===== config.mk =====
export PLATFORM = sky130hd
export DESIGN_NAME = instr_queue
export DESIGN_NICKNAME = d
export VERILOG_FILES = /design/src/rtl/instr_queue_pkg.sv /design/src/rtl/instr_queue.sv
export SDC_FILE = /design/constraint.sdc
export NUM_CORES = 1
export LEC_CHECK = 0
export BUFFER_PORTS_ARGS = -buffer_cell sky130_fd_sc_hd__buf_2
export CORE_MARGIN = 3
export CORE_UTILIZATION = 40
export DETAILED_ROUTE_END_ITERATION = 10
export PLACE_DENSITY = 0.57
export SYNTH_ARGS = -nofsm -noshare
export SYNTH_HDL_FRONTEND = slang
export SYNTH_SLANG_ARGS = --single-unit
export TNS_END_PERCENT = 5

===== constraint.sdc =====
create_clock -name clk -period 4.5 [get_ports clk]
set_clock_uncertainty 0.05 [all_clocks]
set_input_delay 0.225 -clock clk [delete_from_list [all_inputs] [get_ports clk]]
set_output_delay 0.225 -clock clk [all_outputs]
set_load 0.01 [all_outputs]

===== src/rtl/instr_queue_pkg.sv =====
// Shared packet types and sizing constants for the fetch-to-decode instruction queue.
// No logic; types only.
// Imported by the queue and by anything that produces or consumes fetch packets.
package instr_queue_pkg;

    // Default number of queue entries; must be a power of two, >= 2
    localparam int IQ_DEPTH = 8;

    // One fetched instruction together with its branch-prediction metadata
    typedef struct packed {
        logic [31:0] pc;
        logic [31:0] instruction;
        logic        prediction;
        logic        branch;
        logic        jump;
    } pipe_in_t;

endpackage


===== src/rtl/instr_queue.sv =====
// Instruction queue between fetch and decode/issue; discards all entries on mispredict flush.
// Latency: an entry enqueued in cycle N is first visible on pipe_out in cycle N+1 (no bypass).
// Backpressure: fetch_enable = !full, taken from registered count only (no deq_ready -> fetch path).
module instr_queue
    import instr_queue_pkg::*;
#(
    parameter int DEPTH = IQ_DEPTH
) (
    input  logic                     clk,
    input  logic                     reset,
    input  logic                     flush,
    input  logic                     fetch_valid,
    input  pipe_in_t                 pipe_in,
    output logic                     fetch_enable,
    output logic                     deq_valid,
    input  logic                     deq_ready,
    output pipe_in_t                 pipe_out,
    output logic [$clog2(DEPTH):0]   count
);

    localparam int PW = $clog2(DEPTH);
    localparam int CW = PW + 1;

    pipe_in_t        mem [DEPTH];
    logic [PW-1:0]   head;
    logic [PW-1:0]   tail;
    logic            full;
    logic            empty;
    logic            enq;
    logic            deq;

    // Occupancy flags and handshakes; full/empty look only at the registered count
    always_comb begin
        full         = (count == CW'(DEPTH));
        empty        = (count == '0);
        fetch_enable = !full;
        deq_valid    = !empty;
        enq          = fetch_valid & !full;
        deq          = deq_valid & deq_ready;
        pipe_out     = mem[head];
    end

    // Pointer and occupancy update; reset clears storage, flush only drops the pointers
    always_ff @(posedge clk) begin
        if (reset) begin
            head  <= '0;
            tail  <= '0;
            count <= '0;
            for (int i = 0; i < DEPTH; i++) begin
                mem[i] <= '0;
            end
        end else if (flush) begin
            head  <= '0;
            tail  <= '0;
            count <= '0;
        end else begin
            if (enq) begin
                mem[tail] <= pipe_in;
                tail      <= tail + PW'(1);
            end
            if (deq) begin
                head <= head + PW'(1);
            end
            case ({enq, deq})
                2'b10:   count <= count + CW'(1);
                2'b01:   count <= count - CW'(1);
                default: count <= count;
            endcase
        end
    end

    // Occupancy never exceeds the storage size
    a_count_bound: assert property (@(posedge clk) disable iff (reset)
        count <= CW'(DEPTH));

    // A write must never land on an occupied slot
    a_no_enq_full: assert property (@(posedge clk) disable iff (reset)
        !(enq && full));

    // Head must never advance past the tail
    a_no_deq_empty: assert property (@(posedge clk) disable iff (reset)
        !(deq && empty));

endmodule


# == Word-level counts from Yosys, hierarchy flattened ==
# Memories as Yosys holds them, arrays and structs flattened. A register that Yosys moved wholly into a read port is not among the register bits.
# Index checks and enable logic that the tools add are counted.
# op_classes
n_reduce_logical,6
eq_ne,3
mux,12
n_bitwise,2
addsub,4
# op_table
operator,count
two-way mux 67 bit,1
OR reduction 67 bit,1
two-way mux 3 bit,3
case mux 4 bit (2 select lines),1
two-way mux 1 bit,7
adder 3 x 1 -> 3 bit (second input constant),2
adder 4 x 1 -> 4 bit (second input constant),1
equality test 4 bit (second input constant),1
zero test 4 bit,1
subtractor 4 x 1 -> 4 bit (second input constant),1
bitwise AND 1 bit,2
equality test 2 x 1 -> 1 bit (second input constant),1
equality test 2 bit (second input constant),1
zero test 1 bit,2
nonzero test 2 bit,1
OR reduction 2 bit,1
# word_totals
wordCells,31
mem_count,1
output_inout_bits,73
ff_bits,10
in_bits,72
ramBits,536
# mem_list
memory,words,width,rd,rd_clocked_by_memory_dff,wr,line_no,text
mem,8,67,1,1,8,instr_queue.sv:24,pipe_in_t mem [DEPTH];

# == Depth between registers and ports, before layout ==
# logic_depth
depth_word,9
mapped_depth,11
mapped_depth_nobuf,10

# == Worst setup path after synthesis ==
# No wires, ideal clock.
# synth_timing
kind,reg-to-reg
start,register count[1]
end,memory mem[5][0] (netlist name) (enable)
t_arrival_ns,2.831
path_stages_with_launch,8
setup_time_ns,0.429
period_less_slack_ns,3.310
t_required_ns,4.021
n_path_buf,3
slack_ns,1.190
cell_sequence,dfxtp_1 -> buf_6 -> or4b_4 -> buf_6 -> nand3_4 -> nor3_2 -> buf_6 -> or2_1
# synth_rtl
element,line_no,text
"start, declared",instr_queue.sv:18,output logic [$clog2(DEPTH):0] count
"start signal, assigned",instr_queue.sv:65,2'b10: count <= count + CW'(1);
"start signal, assigned",instr_queue.sv:66,2'b01: count <= count - CW'(1);
"start signal, assigned",instr_queue.sv:67,default: count <= count;
"end, declared",instr_queue.sv:24,

==> metrics.json <==
{
  "status": "finished clean",
  "synth.yosys.seq_area_share_pct": 66.4,
  "post-cts-setup-buffers": 0,
  "drtAntennaViolNets": 0,
  "dieHeight_um": 254,
  "top_usage_layer": "met2",
  "leakage_nw": 10.5,
  "place_hpwl_um": 30300,
  "routed_wire_length_per_instance_um": 23.7,
  "grt_use_met2_pct": 30.0,
  "floorplan.rows": 90,
  "avgViaCountPerCell": 5.16,
  "sequentialPowerShare_pct": 51.7,
  "global_route.overflow_total": 0,
  "max-clock-path-buffers": 3,
  "hold_violations": 0,
  "grt_util_met3_pct": 2.97,
  "fin_tns_setup_ns": 0,
  "numPortBuffers": 144,
  "final_wtd_congestion": 0.709,
  "hold_path_class": "in -> reg",
  "clock_tree.htree_level_count": 2,
  "mostFrequentLayoutCell": "sky130_fd_sc_hd__edfxtp_1",
  "crit_path_start_kind": "register",
  "power.density_mw_per_mm2": 394,
  "grt_first_pass_wirelength_um": 88600,
  "timing.rr.start": "tail[0]",
  "worst_r2r_endpoint": "mem[3][9]",
  "timing.fmax_mhz": 304,
  "crit_arrival_ns": 3.01,
  "timing.final.crit_period_ns": 3.28,
  "detailedRoute.firstPassIterationCount": 5,
  "dp_slack_ns": 1.57,
  "power.net_switching_mw": 2.38,
  "area_delta_synth_final_pct": 16.4,
  "clockPowerShare_pct": 42.7,
  "vias": 12847,
  "critical_path.max_stage_delay_ns": 0.80,
  "clock_tree.root_cell": "sky130_fd_sc_hd__clkbuf_16",
  "detail_route.drc_violations": 0,
  "tritoncts": "built",
  "largest_net_degree_at_the_start_of_global_routing": 68,
  "synthesis.instances": 1453,
  "final_max_slew_violation_count": 0,
  "insertion_delay_of_the_later_clocked_pin_in_the_worst_skew_pair_ns": 0.61,
  "synth-warning-count": 0,
  "cts_repair_resize_count": 0,
  "worstPathMaxFanout": 56,
  "swShare_pct": 21.1,
  "post_route_cells_drive_above_1_share_pct": 29.2,
  "netlist_cell_types": 35,
  "portion_of_the_clock_cycle_consumed_by_the_worst_path_in_the_final_layout_pct": 73.0,
  "worst-path-buf-inv": 2,
  "number_of_clock_sinks_seen_by_cts": 549,
  "worst_hold_path_endpoint": "count[3]",
  "report.final.setup_viol": 0,
  "grt_setup_unrepaired": "false",
  "global_route.usage.total_pct": 18.6,
  "slew_headroom_pct": 31.3,
  "num_io_pins": 145,
  "drt_wl_total_um": 59000,
  "register_bit_total_from_synthesis": 549,
  "syn-cell-area_mm2": 0.0246,
  "clk_transition_reported_paths_ns": 0.06,
  "worstRegToRegCells": 4,
  "max_cap_violations": 0,
  "synth_fp_nets": 1530,
  "fill_cells": 5196,
  "combinationalPowerShare_pct": 5.5,
  "met1_layer_usage_reported_by_global_route_pct": 26.7,
  "finalWorstSetupSlack_ns": 1.22,
  "worst_ep_required_time_ns": 4.22,
  "worst_path_dominant_cell_family": "multiplexers",
  "grt_pass1_vias": 13958,
  "critical_path.slowest_cell": "sky130_fd_sc_hd__dfxtp_4",
  "timing.reg2reg.setup_slack_ns": 1.81,
  "hold_slack_ns": 0.0702,
  "initial_antenna_violation_count": 6,
  "cts_inserted_buffers": 60,
  "fp.coreArea_mm2": 0.0607,
  "fp.dieArea_mm2": 0.0646,
  "power.ir.vdd_worst_v": 0.000249,
  "crit_type": "reg -> out",
  "dieWidth_um": 254,
  "p_int_mw": 8.92,
  "max_slew.worst_pin.slew_ns": 1.03,
  "cts_hold_buffers": 70,
  "path_cells": "buf_12 -> mux4_2 -> mux2_2 -> buf_2",
  "min_from": "reset",
  "start_util_pct": 40.6,
  "layout.cells.most_common_list": "sky130_fd_sc_hd__edfxtp_1 (536), sky130_fd_sc_hd__and2_1 (516), sky130_fd_sc_hd__buf_2 (144)",
  "finalNetCount": 1738,
  "critPathCaptureType": "output port",
  "post_synth.cell_area_avg_um2": 17.0,
  "hold_path_depth": 4,
  "dr.first_iter.drc_count": 968
}
## sequential cells by signal, indices dropped and copies added, names as in the netlist, named ones only
name,flops
head,3
count,4
mem,536
tail,3
## kinds of logic (layout without fill, tap and decap cells)
kind of cell	after synthesis	after routing	share of synthesized area [%]
compound gates	8	8	0.178
xor+xnor	7	7	0.249
fa+ha+maj	5	5	0.254
buf+inv	98	351	2.37
flops	549	549	66.4
mux	202	202	15.4
other cells	0	3	0
simple gates	584	584	15.2
## synth_stat cells, drive strengths merged
cell type  count  share of area (%)
or4            1              0.030
buf           44                1.5
nand3          7               0.19
o21ai          3              0.061
nor4bb         1              0.041
edfxtp       536                 65
dfxtp         13                1.1
or4b           1              0.056
a211o          1              0.036
nand3b         1              0.030
nand2          6               0.16
inv            1              0.015
nor4b          1              0.036
clkbuf        53               0.81
nor2b          1              0.025
and2         536                 14
mux2          67                3.1
nor4           1              0.086
mux2i          1              0.041
a21oi          4              0.081
mux4         134                 12
nor3           4               0.24
or3            2              0.051
nor2          12               0.21
xor2           7               0.25
nand4          1              0.025
or2            9               0.23
ha             5               0.25
## cell type report
cell class	instances	area (um^2)	area share [%]
Antenna cell	3	7.51	0.0262
Clock buffer	75	1580	5.50
Clock inverter	32	329	1.15
Inverter	1	3.75	0.0131
Multi-Input combinational cell	806	7740	27.0
Sequential cell	549	16400	57.1
Tap cell	782	978	3.41
Timing Repair Buffer	243	1680	5.85
## worst min-delay path, delay by kind of cell
family / cells / cell delay [ns]
buffers and inverters: 1 / 0.19
AND/OR/NAND/NOR: 3 / 0.25
## power by group through the flow
stage	combinational [mW]	sequential [mW]	clock, mW
2_1_floorplan	0.322	5.94	0
4_1_cts	0.644	5.85	4.94
6_report	0.624	5.85	4.83
5_1_grt	0.680	5.87	5.14
3_5_place_dp	0.590	5.96	0
3_3_place_gp	0.585	5.95	0
## stage by stage
step                instances  area (um^2)  utilization, %  total power, mW
floorplan                1453        24600               -             6.26
global placement         2311        26100            42.9             6.53
detailed placement       2311        26100            42.9             6.55
CTS                      2488        28700            47.2             11.4
global route             2488        28700            47.2             11.7
finish                   2491        28700            47.3             11.3
## how the worst max path moves through the flow
stage | from | end | slack (ns) | depth (start not counted)
2_1_floorplan | count[1] | mem[5][0] | 1.19 | 7
3_3_place_gp | reset | mem[0][10] | 1.63 | 6
3_5_place_dp | reset | mem[0][12] | 1.57 | 6
4_1_cts | register | pipe_out[25] | 1.10 | 4
5_1_grt | register | pipe_out[25] | 0.99 | 4
6_report | register | pipe_out[25] | 1.22 | 4
## layer usage
metal | wire length, um | vias to the layer above
li1 | - | 5819
met1 | 27000 | 6666
met2 | 28200 | 273
met3 | 2760 | 85
met4 | 984 | 4
met5 | 27 | -
No activity file was read; power rests on OpenSTA's default activity.
